$ cat config.mk
export PLATFORM = sky130hd
export DESIGN_NAME = cache_arbiter_ctrl
export DESIGN_NICKNAME = d
export VERILOG_FILES = /design/src/rtl/cache_arbiter_ctrl.sv
export SDC_FILE = /design/constraint.sdc
export NUM_CORES = 1
export LEC_CHECK = 0
export BUFFER_PORTS_ARGS = -buffer_cell sky130_fd_sc_hd__buf_2
export CAP_MARGIN = 20
export CORE_MARGIN = 1
export CORE_UTILIZATION = 28
export CTS_CLUSTER_DIAMETER = 150
export DETAILED_ROUTE_END_ITERATION = 8
export PLACE_DENSITY = 0.79
export REMOVE_ABC_BUFFERS = 1
export SYNTH_ARGS = -nofsm -noshare
export SYNTH_HDL_FRONTEND = slang
export SYNTH_SLANG_ARGS = --single-unit
$ cat constraint.sdc
create_clock -name clk -period 1.74 [get_ports clk]
set_clock_uncertainty 0.15 [all_clocks]
set_input_delay 0.435 -clock clk [delete_from_list [all_inputs] [get_ports clk]]
set_output_delay 0.435 -clock clk [all_outputs]
set_load 0.005 [all_outputs]
$ cat src/rtl/cache_arbiter_ctrl.sv
// Arbitrates I-cache and D-cache misses onto one unified memory port; D misses win, dirty victims are written back first.
// Optional performance counters are built when CACHE_PERF_CNT_EN is defined.
module cache_arbiter_ctrl #(
    parameter int ADDR_W   = 16,
    parameter int OFFSET_W = 3,
    parameter int CNT_W    = 16
) (
    input  logic              clk,
    input  logic              rst,
    input  logic              i_rdy,
    input  logic [ADDR_W-1:0] i_addr,
    input  logic              d_acc,
    input  logic              d_rdy,
    input  logic              d_dirty,
    input  logic [ADDR_W-1:0] d_addr,
    input  logic [ADDR_W-1:0] d_victim_addr,
    input  logic              u_rdy,
    output logic              u_re,
    output logic              u_we,
    output logic [ADDR_W-1:0] u_addr,
    output logic              i_we,
    output logic              d_we,
    output logic              stall
`ifdef CACHE_PERF_CNT_EN
    ,
    output logic [CNT_W-1:0]  i_miss_cnt,
    output logic [CNT_W-1:0]  d_miss_cnt,
    output logic [CNT_W-1:0]  wb_cnt
`endif
);

    typedef enum logic [1:0] {
        IDLE = 2'd0,
        I_RD = 2'd1,
        D_WB = 2'd2,
        D_RD = 2'd3
    } state_t;

    localparam logic [ADDR_W-1:0] LINE_MASK = {{(ADDR_W-OFFSET_W){1'b1}}, {OFFSET_W{1'b0}}};

    state_t state;
    state_t state_next;
    logic   d_miss;

    assign d_miss = d_acc & ~d_rdy;

    // NOTE: sequential state uses non-blocking assignments so every flop samples pre-edge values.
    always_ff @(posedge clk or posedge rst) begin
        if (rst) begin
            state <= IDLE;
        end else begin
            state <= state_next;
        end
    end

    // NOTE: every output gets a default before the case so no path leaves a latch behind.
    always_comb begin
        state_next = state;
        u_re       = 1'b0;
        u_we       = 1'b0;
        u_addr     = '0;
        i_we       = 1'b0;
        d_we       = 1'b0;
        stall      = 1'b0;
        case (state)
            IDLE: begin
                // u_rdy is deliberately ignored here; the D side always wins a tie.
                stall = d_miss | ~i_rdy;
                if (d_miss && d_dirty) begin
                    state_next = D_WB;
                end else if (d_miss) begin
                    state_next = D_RD;
                end else if (!i_rdy) begin
                    state_next = I_RD;
                end
            end
            I_RD: begin
                stall  = 1'b1;
                u_re   = 1'b1;
                u_addr = i_addr & LINE_MASK;
                if (u_rdy) begin
                    i_we       = 1'b1;
                    state_next = IDLE;
                end
            end
            D_WB: begin
                stall  = 1'b1;
                u_we   = 1'b1;
                u_addr = d_victim_addr & LINE_MASK;
                if (u_rdy) begin
                    state_next = D_RD;
                end
            end
            D_RD: begin
                stall  = 1'b1;
                u_re   = 1'b1;
                u_addr = d_addr & LINE_MASK;
                if (u_rdy) begin
                    d_we       = 1'b1;
                    state_next = IDLE;
                end
            end
            default: begin
                state_next = IDLE;
            end
        endcase
    end

`ifdef CACHE_PERF_CNT_EN
    localparam logic [CNT_W-1:0] CNT_MAX = '1;

    // Counters saturate rather than wrap so a long run never reads as a small count.
    always_ff @(posedge clk or posedge rst) begin
        if (rst) begin
            i_miss_cnt <= '0;
            d_miss_cnt <= '0;
            wb_cnt     <= '0;
        end else begin
            if (state == IDLE && state_next == I_RD && i_miss_cnt != CNT_MAX) begin
                i_miss_cnt <= i_miss_cnt + 1'b1;
            end
            if (state == IDLE && (state_next == D_RD || state_next == D_WB) && d_miss_cnt != CNT_MAX) begin
                d_miss_cnt <= d_miss_cnt + 1'b1;
            end
            if (state == D_WB && state_next == D_RD && wb_cnt != CNT_MAX) begin
                wb_cnt <= wb_cnt + 1'b1;
            end
        end
    end
`else
    // Without the counters the arbiter carries no extra state.
`endif

endmodule

==> summary.txt <==
Layout
  – Design Area, Final: 862 um^2
  – Biggest regs: state (2)
  – # diodes: 0
  – Syn-to-layout area delta: 73.6%
  – Reg with most FFs: state
  – Nets@finish: approximately 170
  – Share of layout cells above drive strength 1: 0.774
  – Max reg flops: 2

Global route
  – Global route overflow: 0
  – Most Used Layer, Global Route: met2
  – Antenna violations before repair: 0
  – GR Util All Layers: 0.144
  – Largest net degree at the start of global routing: 21
  – Global-route wire length before repair: ~2100 um
  – Met3 usage: 0.0286
  – Grt met1 use: 0.123
  – Met2 Use GR: 0.294
  – Vias in the first global route: between 500 and 600

Setup path
  – Worst Path Required: ~1.2 ns
  – CP Data Arrival Time: about 1.4 ns
  – Worst r2r path cells: 5
  – Worst reg-to-reg setup slack: 0.35 ns
  – FF-to-FF End: state[0]
  – Crit. End Element: output port
  – Worst Setup Path Type: reg2out
  – Max Fanout on Critical Path: 15
  – Reg2Reg Launch Point: state[1]
  – Crit start category: flop

Synthesis
  – Syn Area/Cell: between 9 and 10 um^2
  – Mapped cell area: roughly 500 um^2
  – Post-synthesis sequential area ratio: 0.101
  – Post-synth cell types: 20
  – Count leader, synth: a22o_1
  – FFs w/ async S/R, synth: 1.00
  – Mapped Cells: 50
  – Ys Warns: 0
  – Top cells by area, synth: a22o_1, mux2_4, mux2_2
  – Top_reg_cell synth: dfrtp_1
  – Post-synth EDFFs: 0
  – Most frequent cells after synthesis: a22o_1, mux2_2, mux2_4
  – Top cell type's share of synthesized area: 0.229
  – Area leader, netlist: a22o_1
  – Flops & latches, synth: 2

Placed design
  – Setup WS pre-CTS: -0.0262 ns
  – Post-DP HPWL: 1090 um
  – PortBufs: 63
  – DP Area: 807 um^2
  – Routability cong.: ~0.59

Clocking
  – H-tree levels: 1
  – CTS sink cnt: 2
  – Total CTS buffers: 3
  – CTS root buffer: clkbuf_4
  – CTS max path bufs: 2
  – Clk pin slew, worst setup/hold paths: around 0.03 ns
  – CTS tree: done
  – Later-pin clock latency in the skew report: approximately 0.22 ns

Hold path
  – Hold Path Depth: 2
  – Class of the worst hold path: in2reg
  – Worst Hold Path EP: state[1]
  – HP Start: u_rdy

STA
  – Tmin final: just under 2 ns
  – Final hold viol count: 0
  – Ratio of final minimum period to clock period: 1.13
  – Fmax: just over 500 MHz
  – Setup WS post-layout: -0.224 ns
  – Setup-failing EPs final: 17
  – Pins Over Slew Limit: 0
  – RSZ-0062 raised after global routing: true

Routing
  – Drt pass-1 iters: 6
  – Initial drt markers: 11
  – DRT antenna net count: 0
  – Via density: around 5
  – WL per Instance: between 10 and 15 um
  – DRT Wirelength: 1450 um
  – Drt drc: 6
  – Vias: about 640

Run
  – Max Cap Viol: 0

Run status
  – Failing checks: design-rule violations, negative setup slack
  – Outcome: complete, but fails checks

Die
  – Initial Utilization: 0.315
  – DIE HEIGHT: around 44 um
  – Core area: between 1500 and 2000 um^2
  – Cell Rows: 14
  – # IOs: 76
  – Die W: between 40 and 50 um
  – Die Area: slightly below 2000 um^2

Power
  – Pwr dens: between 1000 and 1500 nW/um^2
  – Power share of the clock group: 0.085
  – Combinational share of power: 0.843
  – Cell-internal power: 731 uW
  – Seq pwr share: 0.072
  – Worst vdd ir: ~0.74 mV
  – Pleak: around 0.52 nW
  – P_sw: roughly 430 uW
  – Pwr Total: 1.17 mW
  – Sw frac: 0.373
## power by group through the flow
stage,sequential [mW],clock [mW],combinational (mW)
floorplan,0.177,0,0.448
global placement,0.0840,0,0.919
detailed placement,0.0848,0,0.942
CTS,0.0846,0.104,0.968
global route,0.0873,0.103,1.07
finish,0.0840,0.0993,0.983
## cells in the final DEF, fill, tap and decap left out, drive strengths merged, types with 2 or more instances in the layout
cell type   n
mux2i       2
mux2       13
conb        3
inv         2
clkbuf      3
buf        68
dfrtp       2
and3        2
a22o       13
## cells by family after synthesis
| kind of cell | after synthesis | synth area share |
|---|---|---|
| compound gates | 15 | 0.262 |
| buf+inv | 11 | 0.166 |
| flops | 2 | 0.101 |
| mux | 15 | 0.380 |
| other cells | 1 | 0.00755 |
| simple gates | 6 | 0.0831 |
## per-stage QoR
step / hold slack (ns) / instances / utilization / setup TNS [ns]
global route: 0.319 / 131 / 0.547 / -3.52
CTS: 0.304 / 131 / 0.539 / -3.13
detailed placement: 0.137 / 126 / 0.512 / -0.0401
floorplan: 0.0262 / 43 / - / -1.17
finish: 0.317 / 131 / 0.547 / -2.88
global placement: 0.132 / 126 / 0.512 / 0
## critical path, stage by stage, from the launching register on
cell,delay [ns]
dfrtp_1,0.36
buf_12,0.16
mux2_2,0.34
a22o_1,0.17
buf_2,0.12
## layer usage
metal  share of wire  wire [um]  vias up
li1                -          -      315
met1            0.38        554      266
met2            0.49        712       55
met3            0.12        178        0
met4               0          0        0
met5               0          0        -
## how the worst max path moves through the flow
stage,start,slack [ns],to
floorplan,state[1],-0.11,u_addr[11]
global placement,state[1],0.01,u_addr[3]
detailed placement,state[1],-0.03,u_addr[5]
CTS,state[1],-0.25,u_addr[5]
global route,state[1],-0.26,u_addr[6]
finish,state[1],-0.22,u_addr[3]
## what timing repair did
action,CTS,global route
pin swaps,0,0
setup buffers,1,0
hold buffers,1,0
endpoints found under the hold margin,2,0
endpoints found under the setup margin,14,17
gates cloned,0,0
resized for setup,1,4
## area by class of cell
| cell class | instances | area (um^2) |
|---|---|---|
| Fill cell | 151 | 714 |
| Multi-Input combinational cell | 39 | 387 |
| Timing Repair Buffer | 69 | 375 |
| Sequential cell | 2 | 50.0 |
| Clock buffer | 3 | 22.5 |
| Tap cell | 16 | 20.0 |
| Inverter | 2 | 7.51 |
Power figures use the tool's default switching activity.
